File: src/rtl/scan_sequencer.sv
// Purpose: prescaled 0..7 scan-index generator for a 3-to-8 decoder select (up/down/ping-pong/hold).
// Latency: sel/tick/wrap are registered and change together on the step edge; load takes effect next edge.
// Backpressure: none; en=0 freezes the prescaler and index, load is honoured regardless of en.
//
// Ports:
//   clk       system clock, all state on rising edge
//   rst_n     synchronous active-low reset
//   en        prescaler/sequencer enable
//   mode      00 up, 01 down, 10 ping-pong, 11 hold
//   load      synchronous load strobe, load_val -> sel
//   load_val  index to load
//   div       step period minus one, in enabled clk cycles
//   sel       current scan index
//   tick      one-cycle pulse on each index step
//   wrap      one-cycle pulse at sequence completion (subset of tick)
module scan_sequencer #(
    parameter int DIV_WIDTH = 16
) (
    input  logic                 clk,
    input  logic                 rst_n,
    input  logic                 en,
    input  logic [1:0]           mode,
    input  logic                 load,
    input  logic [2:0]           load_val,
    input  logic [DIV_WIDTH-1:0] div,
    output logic [2:0]           sel,
    output logic                 tick,
    output logic                 wrap
);

    typedef enum logic [1:0] {
        MODE_UP   = 2'b00,
        MODE_DOWN = 2'b01,
        MODE_PING = 2'b10,
        MODE_HOLD = 2'b11
    } mode_t;

    logic [DIV_WIDTH-1:0] pre;
    logic                 dir;

    logic [DIV_WIDTH-1:0] pre_nxt;
    logic                 dir_nxt;
    logic [2:0]           sel_nxt;
    logic                 tick_nxt;
    logic                 wrap_nxt;
    logic                 step;

    // Equality compare only: if div shrinks below pre, pre keeps counting
    // and wraps around the full counter range before the next step.
    assign step = en && (pre == div);

    always_comb begin
        pre_nxt  = pre;
        dir_nxt  = dir;
        sel_nxt  = sel;
        tick_nxt = 1'b0;
        wrap_nxt = 1'b0;

        if (load) begin
            sel_nxt = load_val;
            pre_nxt = '0;
            dir_nxt = 1'b0;
        end else if (step) begin
            pre_nxt = '0;
            case (mode_t'(mode))
                MODE_UP: begin
                    sel_nxt  = sel + 3'd1;
                    tick_nxt = 1'b1;
                    wrap_nxt = (sel == 3'd7);
                end
                MODE_DOWN: begin
                    sel_nxt  = sel - 3'd1;
                    tick_nxt = 1'b1;
                    wrap_nxt = (sel == 3'd0);
                end
                MODE_PING: begin
                    tick_nxt = 1'b1;
                    if (!dir && sel == 3'd7) begin
                        sel_nxt = 3'd6;
                        dir_nxt = 1'b1;
                    end else if (dir && sel == 3'd0) begin
                        // Bounce off the bottom closes one full ping-pong lap.
                        sel_nxt  = 3'd1;
                        dir_nxt  = 1'b0;
                        wrap_nxt = 1'b1;
                    end else if (dir) begin
                        sel_nxt = sel - 3'd1;
                    end else begin
                        sel_nxt = sel + 3'd1;
                    end
                end
                default: begin
                    // Hold: prescaler still rolls over, index and pulses stay quiet.
                end
            endcase
        end else if (en) begin
            pre_nxt = pre + DIV_WIDTH'(1);
        end
    end

    always_ff @(posedge clk) begin
        if (!rst_n) begin
            pre  <= '0;
            dir  <= 1'b0;
            sel  <= 3'd0;
            tick <= 1'b0;
            wrap <= 1'b0;
        end else begin
            pre  <= pre_nxt;
            dir  <= dir_nxt;
            sel  <= sel_nxt;
            tick <= tick_nxt;
            wrap <= wrap_nxt;
        end
    end

endmodule
File: config.mk
export PLATFORM = sky130hd
export DESIGN_NAME = scan_sequencer
export DESIGN_NICKNAME = d
export VERILOG_FILES = /design/src/rtl/scan_sequencer.sv
export SDC_FILE = /design/constraint.sdc
export NUM_CORES = 1
export LEC_CHECK = 0
export ABC_AREA = 0
export ABC_CLOCK_PERIOD_IN_PS = 2100
export CAP_MARGIN = 20
export CORE_MARGIN = 8
export CORE_UTILIZATION = 26
export CTS_CLUSTER_SIZE = 16
export DETAILED_ROUTE_END_ITERATION = 10
export PLACE_DENSITY = 0.55
export SYNTH_ARGS = -nofsm -noshare
export SYNTH_HDL_FRONTEND = slang
export SYNTH_SLANG_ARGS = --single-unit
File: constraint.sdc
create_clock -name clk -period 2.1 [get_ports clk]
set_input_delay 0.21 -clock clk [delete_from_list [all_inputs] [get_ports clk]]
set_output_delay 0.21 -clock clk [all_outputs]
set_load 0.01 [all_outputs]
==> flow_summary.json, run 1 <==
{
  "synth_compound_area_frac": 0.102,
  "core-area_mm2": 0.00514,
  "pwr_density_cell_mw_per_mm2": 527,
  "drive_above_1_share": 0.0784,
  "top_usage_layer": "met2",
  "drtIter0Drc": 51,
  "synthXorXnorAreaFrac": 0.182,
  "syn_to_final_growth_pct": 36.9,
  "fmax_mhz": 580,
  "final_area_mm2": 0.00191,
  "synth.area.mux_share": 0.0288,
  "layout_commonest_cell": "clkdlybuf4s50_1",
  "rsz0062_at_grt": "false",
  "finalCritPeriodShare": 0.820,
  "place_ws_ps": 118,
  "synth_edf_count": 0,
  "ys_ff_latch": 22,
  "synth_top_area_cell": "dfxtp_1",
  "postLayoutSetupSlackWorst_ps": 377,
  "synthDominantCellAreaShare": 0.316,
  "slew_viol_final": 0,
  "hold_violations": 0,
  "num-fill-cells": 566,
  "io_pins": 30,
  "synth_nets": 199,
  "grt_use_met2": 0.159,
  "cpPeakStageDelay_ps": 400,
  "synth_warnings": 0,
  "rows": 26,
  "worst_setup_path_start_kind": "flop",
  "cp_top_family": "simple AND/OR/NAND/NOR gates",
  "synth_top_family_by_area": "simple AND/OR/NAND/NOR gates",
  "tightest_slew_ps": 404,
  "globalplace.congestion": 0.761,
  "grt_max_degree": 17,
  "grt_use_met1": 0.0994,
  "ir_drop_mv": 0.259,
  "postCtsHoldBufs": 0,
  "clock_latency_ps": 270,
  "cp.required_ps": 2260,
  "synth.avg_cell_area_um2": 8.49,
  "port_buffers": 29,
  "seq_area_um2": 440,
  "drc": 0,
  "grt_pass1_vias": 1263,
  "crit_path_max_fanout": 4,
  "synth-seq-area-share": 0.316,
  "synth_area_mm2": 0.00139,
  "clock_path_buffers": 2,
  "htreeDepth": 1,
  "cp_slowest_cell": "nor4_1",
  "setup_tns_ps": 0,
  "synth.area.top_cells": "dfxtp_1 32%, xor2_1 14%, ha_1 9.0%",
  "postCtsSetupBuffers": 0,
  "routedWlPerCell_um": 12.0,
  "yosys.area_share.simple": 0.249,
  "grt_antenna_before_repair": 0,
  "grt_first_pass_wirelength_mm": 5.60,
  "grt-ovfl-total": 0,
  "synth_cells": 164,
  "finalCriticalPeriod_ps": 1720,
  "multi_input_area_um2": 907,
  "finalClockSkew_ps": 3.58,
  "cts.sinks": 22,
  "via_per_inst": 4.53,
  "start_util": 0.271,
  "root_buffer": "clkbuf_8",
  "synthAdderAreaFrac": 0.0898,
  "min_path_type": "reg -> reg",
  "placed_cell_area_mm2": 0.00184,
  "clk_pin_slew_ps": 90,
  "track_usage": 0.0888,
  "vias": 1242,
  "crit_arrival_ps": 1890,
  "finalSetupViolations": 0,
  "worst-setup-path-type": "reg -> reg",
  "post_cts_resized": 0,
  "nNetsFinal": 240,
  "hpwl_mm": 2.65,
  "power_leakage_nw": 0.763,
  "mostFrequentLayoutCells": "29 x clkdlybuf4s50_1, 22 x xor2_1, 22 x nor2_1, 22 x dfxtp_1, 12 x nand2_1",
  "critPathBufInv": 0,
  "synth_ff_type": "dfxtp_1",
  "synth_cell_types": 32,
  "met3_usage": 0.0322,
  "end_kind": "flop",
  "drt-pass1-iter-count": 4,
  "cts_buffers": 3,
  "async_flop_share": 0,
  "postRouteAntennaNets": 0,
  "maxCapViolations": 0,
  "max-slew-margin-rel": 0.729,
  "fp.dieH_um": 89.2,
  "wl_mm": 3.29,
  "dieArea_mm2": 0.00795,
  "cts_tree": "built",
  "die_w_um": 89.2,
  "path_cells": "xor2_1, nor4_1, and3_1, nand3_1, o221a_2",
  "status": "completed",
  "num_antenna_cells": 0
}
==> per-layer routing <==
metal	vias up	wire length (um)
met3	2	207
met2	30	1650
met4	0	12
met5	-	0
li1	642	-
met1	568	1420
==> kinds of logic (layout without fill, tap and decap cells) <==
kind of cell / Yosys count / after routing
AND/OR/NAND/NOR: 70 / 70
multiplexers: 4 / 4
adder cells (fa/ha/maj): 10 / 10
buffers and inverters: 10 / 50
flip-flops: 22 / 22
XOR/XNOR: 29 / 29
AO/OA/AOI/OAI: 19 / 19
==> tightest hold or removal path: stages (launching register included) <==
cell and delay, ps:
dfxtp_1 350, nand2_1 60, mux2i_1 60
==> stage by stage <==
step / hold slack [ps] / total power, mW / utilization / cells
2_1_floorplan: 358 / 0.517 / - / 164
3_3_place_gp: 492 / 0.612 / 0.357 / 270
4_1_cts: 513 / 1.02 / 0.371 / 274
5_1_grt: 571 / 1.05 / 0.371 / 274
6_report: 509 / 1.00 / 0.371 / 274
3_5_place_dp: 500 / 0.611 / 0.357 / 270
==> registers in the layout, indices dropped and copies added (netlist names) <==
name / flops
pre: 16
wrap: 1
tick: 1
sel: 3
dir: 1
==> final timing paths <==
kind	start	endpoint	cells past startpoint	slack, ps
worst max register to register	pre[13]	dir	5	380
worst min-delay path	sel[1]	sel[1]	2	510
worst max-delay path	pre[13]	dir	5	380
worst min register to register	sel[1]	sel[1]	2	510
==> layout make-up <==
cell class / count / share of cell area
tap: 70 / 0.0459
multi-input combinational: 132 / 0.476
timing repair buffer: 38 / 0.194
inverter: 8 / 0.0157
clock inverter: 1 / 0.0157
sequential: 22 / 0.231
clock buffer: 3 / 0.0217
==> cells in the mapped netlist (all sizes together), types with 2 or more instances <==
library cell   n
dfxtp         22
nor2          22
xor2          22
nand2         12
ha            10
inv            8
nand2b         7
xnor2          7
a21oi          6
and3           6
nand4          6
nor3           6
mux2i          4
nand3          3
nor4           3
o21ai          3
a31oi          2
and2           2
o311ai         2
==> where the power goes <==
part / total (mW) / internal, mW / switching (mW)
combinational: 0.169 / 0.0984 / 0.0709
clock: 0.404 / 0.255 / 0.149
sequential: 0.431 / 0.423 / 0.00865
No activity file was read; power rests on OpenSTA's default activity.
==> run 2, diff against run 1 <==
--- a/config.mk
+++ b/config.mk
@@ -6,7 +6,7 @@
 export NUM_CORES = 1
 export LEC_CHECK = 0
 export ABC_AREA = 0
-export ABC_CLOCK_PERIOD_IN_PS = 2100
+export ABC_CLOCK_PERIOD_IN_PS = 1600
 export CAP_MARGIN = 20
 export CORE_MARGIN = 8
 export CORE_UTILIZATION = 26
==> constraint.sdc (replaced) <==
create_clock -name clk -period 1.6 [get_ports clk]
set_input_delay 0.16 -clock clk [delete_from_list [all_inputs] [get_ports clk]]
set_output_delay 0.16 -clock clk [all_outputs]
set_load 0.01 [all_outputs]
==> flow_summary.json, run 2 (synthesis gave the netlist of run 1 again) <==
{
  "status": "completed",
  "htreeDepth": 1,
  "seq_area_um2": 444,
  "num_antenna_cells": 0,
  "pwr_density_cell_mw_per_mm2": 621,
  "finalCriticalPeriod_ps": 1600,
  "power.switching_uw": 311,
  "cp.required_ps": 1760,
  "nNetsFinal": 261,
  "clock_latency_ps": 260,
  "rows": 26,
  "root_buffer": "clkbuf_8",
  "syn_to_final_growth_pct": 55.9,
  "grt-ovfl-total": 0,
  "globalplace.congestion": 0.799,
  "finalSetupViolations": 0,
  "power_mw": 1.35,
  "max-slew-margin-rel": 0.735,
  "grt_first_pass_wirelength_mm": 5.54,
  "num-fill-cells": 543,
  "worst_setup_path_start_kind": "flop",
  "rsz0062_at_grt": "true",
  "combPwrFrac": 0.193,
  "fp.dieH_um": 89.2,
  "cpPeakStageDelay_ps": 340,
  "power_frac_clock": 0.390,
  "cts.sinks": 22,
  "postCtsHoldBufs": 0,
  "routedWlPerCell_um": 11.6,
  "postLayoutSetupSlackWorst_ps": 2.72,
  "place_inst": 290,
  "finalClockSkew_ps": 4.39,
  "hold_violations": 0,
  "maxCapViolations": 0,
  "drtIter0Drc": 29,
  "layout_commonest_cell": "buf_4",
  "grt_antenna_before_repair": 0,
  "path_cells": "xor2_2, nor4_2, buf_4, and3_4, nand3_4, o221a_4",
  "p_sw_frac": 0.231,
  "hpwl_mm": 2.70,
  "drive_above_1_share": 0.236,
  "grt_use_met1": 0.0979,
  "clk_pin_slew_ps": 90,
  "start_util": 0.271,
  "cp_slowest_cell": "dfxtp_2",
  "setup_tns_ps": 0,
  "largest_reg_flops": 16,
  "track_usage": 0.0892,
  "end_kind": "flop",
  "post-route-util": 0.422,
  "drc": 0,
  "crit_path_max_fanout": 3,
  "dieArea_mm2": 0.00795,
  "drt-pass1-iter-count": 4,
  "finalCritPeriodShare": 0.998,
  "ir_drop_mv": 0.495,
  "cts_buffers": 3,
  "regMostFlops": "pre",
  "slew_viol_final": 0,
  "final_area_mm2": 0.00217,
  "postRouteAntennaNets": 0,
  "clock_path_buffers": 2,
  "port_buffers": 29,
  "io_pins": 30,
  "hold-worst-slack_ps": 368,
  "fmax_mhz": 626,
  "seqPwrFrac": 0.417,
  "multi_input_area_mm2": 0.00100,
  "mostFrequentLayoutCells": "29 x buf_4, 25 x clkdlybuf4s50_1, 22 x nor2_1, 21 x xor2_1, 19 x dfxtp_1",
  "place_ws_ps": -389,
  "min_path_type": "in -> reg",
  "worst-setup-path-type": "reg -> reg",
  "reg_top3": "pre: 16 flops, sel: 3 flops",
  "die_w_um": 89.2,
  "wl_mm": 3.43,
  "p_int_mw": 1.04,
  "power_leakage_nw": 0.907,
  "crit_arrival_ps": 1760,
  "regToRegSetupSlack_ps": 3,
  "grt_use_met2": 0.162,
  "cts_tree": "built",
  "grt_pass1_vias": 1258,
  "grt_max_degree": 17,
  "tightest_slew_ps": 396,
  "top_usage_layer": "met2",
  "met3_usage": 0.0267,
  "layoutNonFillerInstCount": 295,
  "placed_cell_area_mm2": 0.00199,
  "via_per_inst": 4.38,
  "vias": 1292,
  "core-area_mm2": 0.00514
}
run 2: critical path: cells and delay by family (launching register included):
| kind | cells | cell delay (ps) |
|---|---|---|
| flip-flops | 1 | 340 |
| buffers and inverters | 1 | 160 |
| XOR/XNOR | 1 | 150 |
| AND/OR/NAND/NOR | 3 | 570 |
| AO/OA/AOI/OAI | 1 | 270 |
run 2: cell type report:
class | instances | area share
Multi-Input combinational cell | 132 | 0.462
Tap cell | 70 | 0.0403
Timing Repair Buffer | 59 | 0.246
Sequential cell | 22 | 0.205
Clock buffer | 3 | 0.0190
Clock inverter | 1 | 0.0138
Inverter | 8 | 0.0138
run 2: repair_timing:
action / 4_1_cts / 5_1_grt
endpoints found under the hold margin: 0 / 0
gates resized for setup: 13 / 13
buffers inserted: 0 / 1
endpoints found under the setup margin: 21 / 21
pin swaps: 6 / 6
run 2: final timing paths:
check               start     end  cells past startpoint
setup reg to reg   pre[3]     dir                      6
hold / removal    mode[0]    wrap                      4
setup / recovery   pre[3]     dir                      6
hold reg to reg    sel[1]  sel[1]                      2
run 2: power by group through the flow:
| stage | combinational, mW | clock (mW) | sequential, mW |
|---|---|---|---|
| after floorplan | 0.0987 | 0 | 0.579 |
| after global placement | 0.241 | 0 | 0.575 |
| after detailed placement | 0.241 | 0 | 0.575 |
| after CTS | 0.248 | 0.547 | 0.562 |
| after global routing | 0.287 | 0.560 | 0.564 |
| final | 0.260 | 0.526 | 0.562 |
run 2: per-layer routing:
layer | vias up | routed length (um)
li1 | 688 | -
met1 | 581 | 1530
met2 | 21 | 1710
met3 | 2 | 168
met4 | 0 | 19
met5 | - | 0
==> run 3, diff against run 2 <==
--- a/config.mk
+++ b/config.mk
@@ -7,7 +7,7 @@
 export LEC_CHECK = 0
 export ABC_AREA = 0
 export ABC_CLOCK_PERIOD_IN_PS = 1600
-export CAP_MARGIN = 20
+export CAP_MARGIN = 10
 export CORE_MARGIN = 8
 export CORE_UTILIZATION = 26
 export CTS_CLUSTER_SIZE = 16
==> results of run 3 <==
Final layout, timing and power as in run 2 (identical DEF).
